## config.mk

```make
export PLATFORM = sky130hd
export DESIGN_NAME = pan_line_multi
export DESIGN_NICKNAME = d
export VERILOG_FILES = /design/src/rtl/pan_line_multi.sv
export SDC_FILE = /design/constraint.sdc
export NUM_CORES = 1
export LEC_CHECK = 0
export CAP_MARGIN = 40
export CELL_PAD_IN_SITES_DETAIL_PLACEMENT = 1
export CELL_PAD_IN_SITES_GLOBAL_PLACEMENT = 1
export CORE_MARGIN = 10
export CORE_UTILIZATION = 44
export CTS_CLUSTER_DIAMETER = 40
export CTS_CLUSTER_SIZE = 28
export DETAILED_ROUTE_END_ITERATION = 8
export PLACE_DENSITY_LB_ADDON = 0.1
export SLEW_MARGIN = 20
export SYNTH_ARGS = -nofsm -noshare
export SYNTH_HDL_FRONTEND = slang
export SYNTH_SLANG_ARGS = --single-unit
```

## constraint.sdc

```tcl
create_clock -name clk -period 20.1 [get_ports clk]
set_clock_uncertainty 0.2 [all_clocks]
set_input_delay 5.025 -clock clk [delete_from_list [all_inputs] [get_ports clk]]
set_output_delay 5.025 -clock clk [all_outputs]
set_load 0.01 [all_outputs]
```

## src/rtl/pan_line_multi.sv

```systemverilog
// Multi-lane baking-pan conveyor plant model with a shared,
// round-robin arbitrated fill supply and per-lane pan counters.
module pan_line_multi #(
  parameter int          LANES       = 2,
  parameter int          SLOTS       = 4,
  parameter int          PAN_PERIOD  = 10,
  parameter int          ANIM_PERIOD = 3,
  parameter int          FILL_STEP   = 1500,
  parameter int          FULL_LEVEL  = 8192,
  parameter int          SPILL_LEVEL = 12288,
  parameter logic [15:0] PRBS_SEED   = 16'h1235
) (
  input  logic                   clk,
  input  logic                   rst,
  input  logic                   en,
  input  logic [LANES-1:0]       X_dispenser,
  input  logic [LANES-1:0]       X_pan_conveyor,
  input  logic                   S_pressure_high,
  input  logic [15:0]            S_water,
  output logic [LANES-1:0]       Y_pan,
  output logic [LANES-1:0]       Y_pan_full,
  output logic [LANES-1:0]       Y_spill,
  output logic [16*LANES-1:0]    S_pan_weight,
  output logic [SLOTS*LANES-1:0] S_pans,
  output logic [7*LANES-1:0]     S_conveyor,
  output logic [16*LANES-1:0]    S_good,
  output logic [16*LANES-1:0]    S_reject
);

  localparam int RW = (LANES > 1) ? $clog2(LANES) : 1;
  localparam logic [15:0] FULL_W  = 16'(FULL_LEVEL);
  localparam logic [15:0] SPILL_W = 16'(SPILL_LEVEL);
  localparam logic [16:0] STEP_W  = 17'(FILL_STEP);

  logic [15:0]            pan_cnt_q, pan_cnt_d;
  logic [15:0]            anim_cnt_q, anim_cnt_d;
  logic [15:0]            prbs_q, prbs_d;
  logic [RW-1:0]          rr_q, rr_d;
  logic [SLOTS*LANES-1:0] pans_q, pans_d;
  logic [16*LANES-1:0]    weight_q, weight_d;
  logic [LANES-1:0]       full_q, full_d;
  logic [LANES-1:0]       spill_q, spill_d;
  logic [7*LANES-1:0]     conv_q, conv_d;
  logic [16*LANES-1:0]    good_q, good_d;
  logic [16*LANES-1:0]    rej_q, rej_d;

  logic             pan_step;
  logic             anim_step;
  logic [LANES-1:0] req;
  logic [LANES-1:0] shift;
  logic             gnt_found;
  logic             gnt_vld;
  logic [RW-1:0]    gnt_idx;
  logic [16:0]      sum;
  logic [15:0]      wnext;

  always_comb begin
    pan_cnt_d  = pan_cnt_q;
    anim_cnt_d = anim_cnt_q;
    prbs_d     = prbs_q;
    rr_d       = rr_q;
    pans_d     = pans_q;
    weight_d   = weight_q;
    full_d     = full_q;
    spill_d    = spill_q;
    conv_d     = conv_q;
    good_d     = good_q;
    rej_d      = rej_q;
    req        = '0;
    shift      = '0;
    gnt_found  = 1'b0;
    gnt_idx    = '0;
    sum        = '0;
    wnext      = '0;

    pan_step  = en && (pan_cnt_q == 16'(PAN_PERIOD - 1));
    anim_step = en && (anim_cnt_q == 16'(ANIM_PERIOD - 1));

    if (en) begin
      pan_cnt_d  = pan_step ? 16'd0 : pan_cnt_q + 16'd1;
      anim_cnt_d = anim_step ? 16'd0 : anim_cnt_q + 16'd1;
      prbs_d     = {1'b0, prbs_q[15:1]}
                 ^ (prbs_q[0] ? 16'hA001 : 16'h0000);
    end

    for (int l = 0; l < LANES; l++) begin
      req[l] = pans_q[SLOTS*l+SLOTS-1] & X_dispenser[l]
             & ~spill_q[l] & S_pressure_high
             & (S_water != 16'd0);
      shift[l] = pan_step & X_pan_conveyor[l];
    end

    for (int k = 0; k < LANES; k++) begin
      if (!gnt_found && req[(int'(rr_q) + k) % LANES]) begin
        gnt_found = 1'b1;
        gnt_idx   = RW'((int'(rr_q) + k) % LANES);
      end
    end
    gnt_vld = gnt_found & en;

    for (int l = 0; l < LANES; l++) begin
      sum   = {1'b0, weight_q[16*l +: 16]} + STEP_W;
      wnext = sum[16] ? 16'hFFFF : sum[15:0];
      if (shift[l]) begin
        // the departing pan is judged on its final weight and flag
        if (pans_q[SLOTS*l+SLOTS-1]) begin
          if (weight_q[16*l +: 16] >= FULL_W && !spill_q[l])
            good_d[16*l +: 16] = good_q[16*l +: 16] + 16'd1;
          else
            rej_d[16*l +: 16] = rej_q[16*l +: 16] + 16'd1;
        end
        for (int s = 1; s < SLOTS; s++)
          pans_d[SLOTS*l+s] = pans_q[SLOTS*l+s-1];
        pans_d[SLOTS*l] = ~pans_q[SLOTS*l]
                        & (prbs_q[2*l +: 2] == 2'b00);
        weight_d[16*l +: 16] = 16'd0;
        full_d[l]            = 1'b0;
        spill_d[l]           = 1'b0;
      end else if (gnt_vld && gnt_idx == RW'(l)) begin
        weight_d[16*l +: 16] = wnext;
        full_d[l]            = wnext >= FULL_W;
        spill_d[l]           = spill_q[l] | (wnext >= SPILL_W);
      end
      if (anim_step && X_pan_conveyor[l])
        conv_d[7*l +: 7] = {conv_q[7*l +: 6],
                            conv_q[7*l +: 2] == 2'b00};
    end

    // a grant lost to a same-cycle shift leaves the pointer alone
    if (gnt_vld && !shift[gnt_idx])
      rr_d = RW'((int'(gnt_idx) + 1) % LANES);
  end

  always_ff @(posedge clk or posedge rst) begin
    if (rst) begin
      pan_cnt_q  <= '0;
      anim_cnt_q <= '0;
      prbs_q     <= PRBS_SEED;
      rr_q       <= '0;
      pans_q     <= '0;
      weight_q   <= '0;
      full_q     <= '0;
      spill_q    <= '0;
      conv_q     <= '0;
      good_q     <= '0;
      rej_q      <= '0;
    end else begin
      pan_cnt_q  <= pan_cnt_d;
      anim_cnt_q <= anim_cnt_d;
      prbs_q     <= prbs_d;
      rr_q       <= rr_d;
      pans_q     <= pans_d;
      weight_q   <= weight_d;
      full_q     <= full_d;
      spill_q    <= spill_d;
      conv_q     <= conv_d;
      good_q     <= good_d;
      rej_q      <= rej_d;
    end
  end

  for (genvar l = 0; l < LANES; l++) begin : g_pan
    assign Y_pan[l] = pans_q[SLOTS*l+SLOTS-1];
  end

  assign Y_pan_full   = full_q;
  assign Y_spill      = spill_q;
  assign S_pan_weight = weight_q;
  assign S_pans       = pans_q;
  assign S_conveyor   = conv_q;
  assign S_good       = good_q;
  assign S_reject     = rej_q;

endmodule
```

# == Yosys cells after proc, flatten, opt, wreduce, memory -nomap -nowiden ==
# Cells that the tools add are included.
# op_classes
addsub,10
order_cmp,9
eq_ne,2
muxes,28
bitwise_logic,24
reduce_logical,25
# op_table
op,count
2-to-1 mux 16 bit,9
adder 16 x 1 -> 16 bit (second input constant),6
>= comparator 16 x 14 -> 1 bit (second input constant),6
adder 16 x 11 -> 17 bit (second input constant),2
2-to-1 mux 1 bit,19
== test 16 x 2 -> 1 bit (second input constant),1
== test 16 x 4 -> 1 bit (second input constant),1
nonzero test 16 bit,1
bitwise XOR 15 x 16 -> 16 bit,1
AND 1 bit,13
AND reduction 3 bit,4
logical AND 1 bit,10
zero test 2 bit,4
inverter 1 bit,7
zero test 1 bit,4
less-than comparator 1 x 2 -> 1 bit (second input constant),2
nonzero test 2 bit,2
less-than comparator 2 x 3 -> 1 bit (second input constant),1
adder 1 bit (second input constant),2
OR 1 bit,2
AND 1 bit (first input constant),1
# totals
regBits,171
input_bits,24
out_inout_bits,124

# == Depth between registers and ports, before layout ==
# depth
word_depth,14
mapped_depth,10

# == Worst setup path before layout ==
# OpenSTA, ideal clock, no wires.
# synth_path
kind,input to register
startpoint,in en
endpoint,"reg rej_q[1], in the netlist S_reject[1]"
setup_time_ps,125
arrival_ps,6511
required_ps,19775
slack_ps,13265
path_stages,7
cell_sequence,nor4b_4 > and4_1 > buf_2 > and2_1 > clkbuf_1 > and3_1 > mux2_2
# synth_via
elab_chain_cells,3
# synth_rtl
item,line_no,rtl
"start, declared",15,"input logic en,"
logical AND 1 bit,76,pan_step = en && (pan_cnt_q == 16'(PAN_PERIOD - 1));
AND 1 bit,90,shift[l] = pan_step & X_pan_conveyor[l];
AND reduction 3 bit (no line),--,
"end signal, assigned",158,rej_q <= rej_d;
"end, declared",45,"logic [16*LANES-1:0] rej_q, rej_d;"
# Every way passes these cells.
# A chain may end at the register's enable or synchronous reset.

# == Worst setup path after layout ==
# Ends and elaborated chain as after synthesis.

==> reports/qor_table.md <==
| Parameter | This run | Unit |
|---|---|---|
| Type of element launching the critical path | input port | - |
| Die X-Extent | 155 | µm |
| Average cell area after synthesis | 10.8 | µm² |
| Top delay family on crit path | simple AND/OR/NAND/NOR gates | - |
| Starting DRC count in detailed routing | 275 | - |
| DR vias | 6410 | - |
| Placement Cell Area | 9820 | µm² |
| Detail Route Antenna Nets | 0 | - |
| Number of hold-repair buffers added at the cts stage | 0 | - |
| Worst-margin pin slew | 0.890 | ns |
| Post-CTS Setup Inserts | 0 | - |
| Final total power | 885 | µW |
| Worst relative slew slack | 40.1 | % |
| Via count of the first global-routing pass | 7062 | - |
| Post-synth EDFFs | 0 | - |
| Net Count, Synth | 782 | - |
| Buffering stage count on the worst path with inverters included | 2 | - |
| Total Routed Length | 22700 | µm |
| Worst-path maximum fanout | 39 | - |
| Standard-cell rows | 49 | - |
| Number of warnings reported in the yosys synthesis log | 0 | - |
| Pin count of the biggest net entering global routing | 49 | - |
| Worst-path cell with the longest stage delay | and2_1 | - |
| Count of inserted antenna diode cells | 0 | - |
| Fraction of final layout cells sized beyond drive strength 1 | 9.88 | % |
| Maximum count of clock buffers along a single path | 2 | - |
| CORE AREA | 18000 | µm² |
| Max IR drop VDD | 0.0749 | mV |
| Met2 Use GR | 31.3 | % |
| Max-slew violation count | 0 | - |
| Number of nets at the end of the flow | 933 | - |
| Die ar. | 24100 | µm² |
| RSZ-0062 raised after global routing | false | - |
| Number of failing setup endpoints in the final timing report | 0 | - |
| Vertical extent of the die | 155 | µm |
| Total negative setup slack | 0 | ns |
| Top_reg_cell synth | dfrtp_1 | - |
| Crit path kind | input port to flip-flop | - |
| Arr. time, crit path | 7.90 | ns |
| FILL cells | 1922 | - |
| GPL Wtd Cong | 0.834 | - |
| Cell accounting for the most synthesized area | dfrtp_1 | - |
| CTS resizes | 0 | - |
| CTS clk-pin slew, worst paths | 0.06 | ns |
| # clock sinks | 171 | - |
| Initial Utilization | 44.9 | % |
| Clock root cell | clkbuf_16 | - |
| Clock latency reported for the late side of the worst-skew pair | 0.44 | ns |
| Antenna violations before repair | 0 | - |
| Number of register bits inferred by synthesis | 171 | - |
| Total Routing Usage GR | 19.0 | % |
| CTS HTree Levels | 4 | - |
| Detailed Routing Iterations Pass 1 | 4 | - |
| Max Fclk | 129 | MHz |
| Result of the run | finished clean | - |
| I/O pin cnt | 148 | - |
| Most Used Layer, Global Route | met2 | - |
| Final hold violation count | 0 | - |
| DRC violation count after routing | 0 | - |
| Cell Pwr Density | 85.6 | nW/µm² |
| Top cells by area, synth | dfrtp_1 51%, xnor2_1 6.2%, mux2_2 4.6%, xor2_1 3.7%, nand2_1 3.5% | - |
| Reported leakage power | 0.00452 | µW |
| Detail-routed net length per standard cell | 19.9 | µm |
| Inserted Clock Buffers | 17 | - |
| Met3 demand-to-capacity share in global routing | 6.89 | % |
| Most common cell after layout, fill and taps aside | dfrtp_1 | - |
| Netlist area before placement | 8060 | µm² |
| Count of port buffers added during placement | 147 | - |
| CP Cell Sequence | clkdlybuf4s50_1 -> buf_4 -> nor4b_4 -> and4_1 -> and2_1 -> and3_1 -> mux2_2 | - |
| HPWL after DPL | 16400 | µm |
| Global-route wire length before repair | 37300 | µm |
| Vias per cell | 5.62 | - |
| Portion of synthesized cell area occupied by the leading cell type | 51.2 | % |
| FFs w/ async S/R, synth | 100 | % |
| Number of library cell types mapped by synthesis | 60 | - |
| Most frequent cells in the layout | 165 x dfrtp_1, 147 x clkdlybuf4s50_1, 75 x nand2_1, 58 x nor2_1, 57 x xnor2_1 | - |
| Type of the worst min-delay path | flip-flop to flip-flop | - |
| Syn-to-layout area delta | 28.3 | % |
| Post-layout min period | 7.78 | ns |
| Area of all placed cells without fillers | 10300 | µm² |
| Critical path endpoint category | flip-flop | - |
| Global-route track usage on met1 | 22.2 | % |
| Maximum cell stage delay along the critical path | 0.56 | ns |
| Crit share post-route | 38.7 | % |
| Sequential area share after synthesis | 53.2 | % |
| Overflow left after global routing | 0 | - |
| TritonCTS clock tree | yes | - |
| Max-cap violations | 0 | - |
| Post-Syn Instances | 747 | - |
| Critical path data required time | 20.22 | ns |
[metrics by stage]
step                worst slack [ns]  instances  hold WS (ns)  util (%)
global route                   12.17       1140         0.291      57.6
detailed placement             11.85       1108         0.270      54.6
finish                         12.32       1140         0.271      57.6
CTS                            12.31       1140         0.277      57.6
global placement               11.94       1105         0.258      54.3
floorplan                      10.25        747         0.247         -
[worst paths after layout]
| path | start | end | slack (ns) | depth (start not counted) |
|---|---|---|---|---|
| max | en | S_reject[1]$_DFFE_PP0P_ | 12.32 | 7 |
| min | anim_cnt_q[15]$_DFFE_PP0P_ | anim_cnt_q[15]$_DFFE_PP0P_ | 0.27 | 1 |
| max reg2reg | pan_cnt_q[6]$_DFFE_PP0P_ | S_reject[1]$_DFFE_PP0P_ | 17.24 | 5 |
| min reg2reg | anim_cnt_q[15]$_DFFE_PP0P_ | anim_cnt_q[15]$_DFFE_PP0P_ | 0.27 | 1 |
| max in group asynchronous | rst | prbs_q[0]$_DFFE_PP1P_ | 13.72 | 4 |
| min in group asynchronous | rst | S_reject[31]$_DFFE_PP0P_ | 4.80 | 2 |
[state kept, by name, indices dropped and copies added (netlist names)]
| signal | count |
|---|---|
| pan_cnt_q | 16 |
| S_pan_weight | 32 |
| Y_pan_full | 2 |
| prbs_q | 16 |
| Y_spill | 2 |
| rr_q | 1 |
| S_conveyor | 14 |
| S_reject | 32 |
| S_good | 32 |
| anim_cnt_q | 16 |
| S_pans | 8 |
[cell families after synthesis]
family	synth area share, %
simple gates	20.3
compound gates	8.15
flops	53.2
fa+ha+maj	1.71
buf+inv	2.08
mux	4.73
xor+xnor	9.89
[where the power goes]
group,internal [µW],leakage [µW],switching [µW]
Combinational,76.8,0.00199,75.3
Sequential,390,0.00228,41.9
Clock,158,0.000253,143
[cell type report]
class	count	area, µm²	share of cell area (%)
Clock buffer	18	429	4.15
Clock inverter	14	98.8	0.955
Inverter	22	87.6	0.847
Multi-Input combinational cell	534	3610	34.9
Sequential cell	171	4290	41.4
Tap cell	229	287	2.77
Timing Repair Buffer	152	1550	15.0
[synthesized netlist by cell type, types with 4 or more instances]
library cell / n
and2_1: 4
a31oi_1: 4
nand2b_1: 4
nand2_1: 75
a21oi_1: 25
xor2_1: 34
nor4_1: 12
o21a_1: 5
nand3_1: 35
o31ai_1: 5
and4_1: 10
xnor2_1: 57
o211a_1: 7
dfrtp_1: 165
inv_1: 22
o21ai_0: 21
and3_1: 10
nor3_1: 23
or3_1: 7
ha_1: 11
mux2_2: 33
clkbuf_1: 15
a211oi_1: 7
dfstp_2: 6
nand4_1: 34
nor2_1: 58
[routing by layer]
layer,up-vias,routed length (µm)
met5,-,0
met4,0,353
met3,27,1680
met2,158,11200
met1,3251,9480
li1,2974,-
Power figures use the tool's default switching activity.
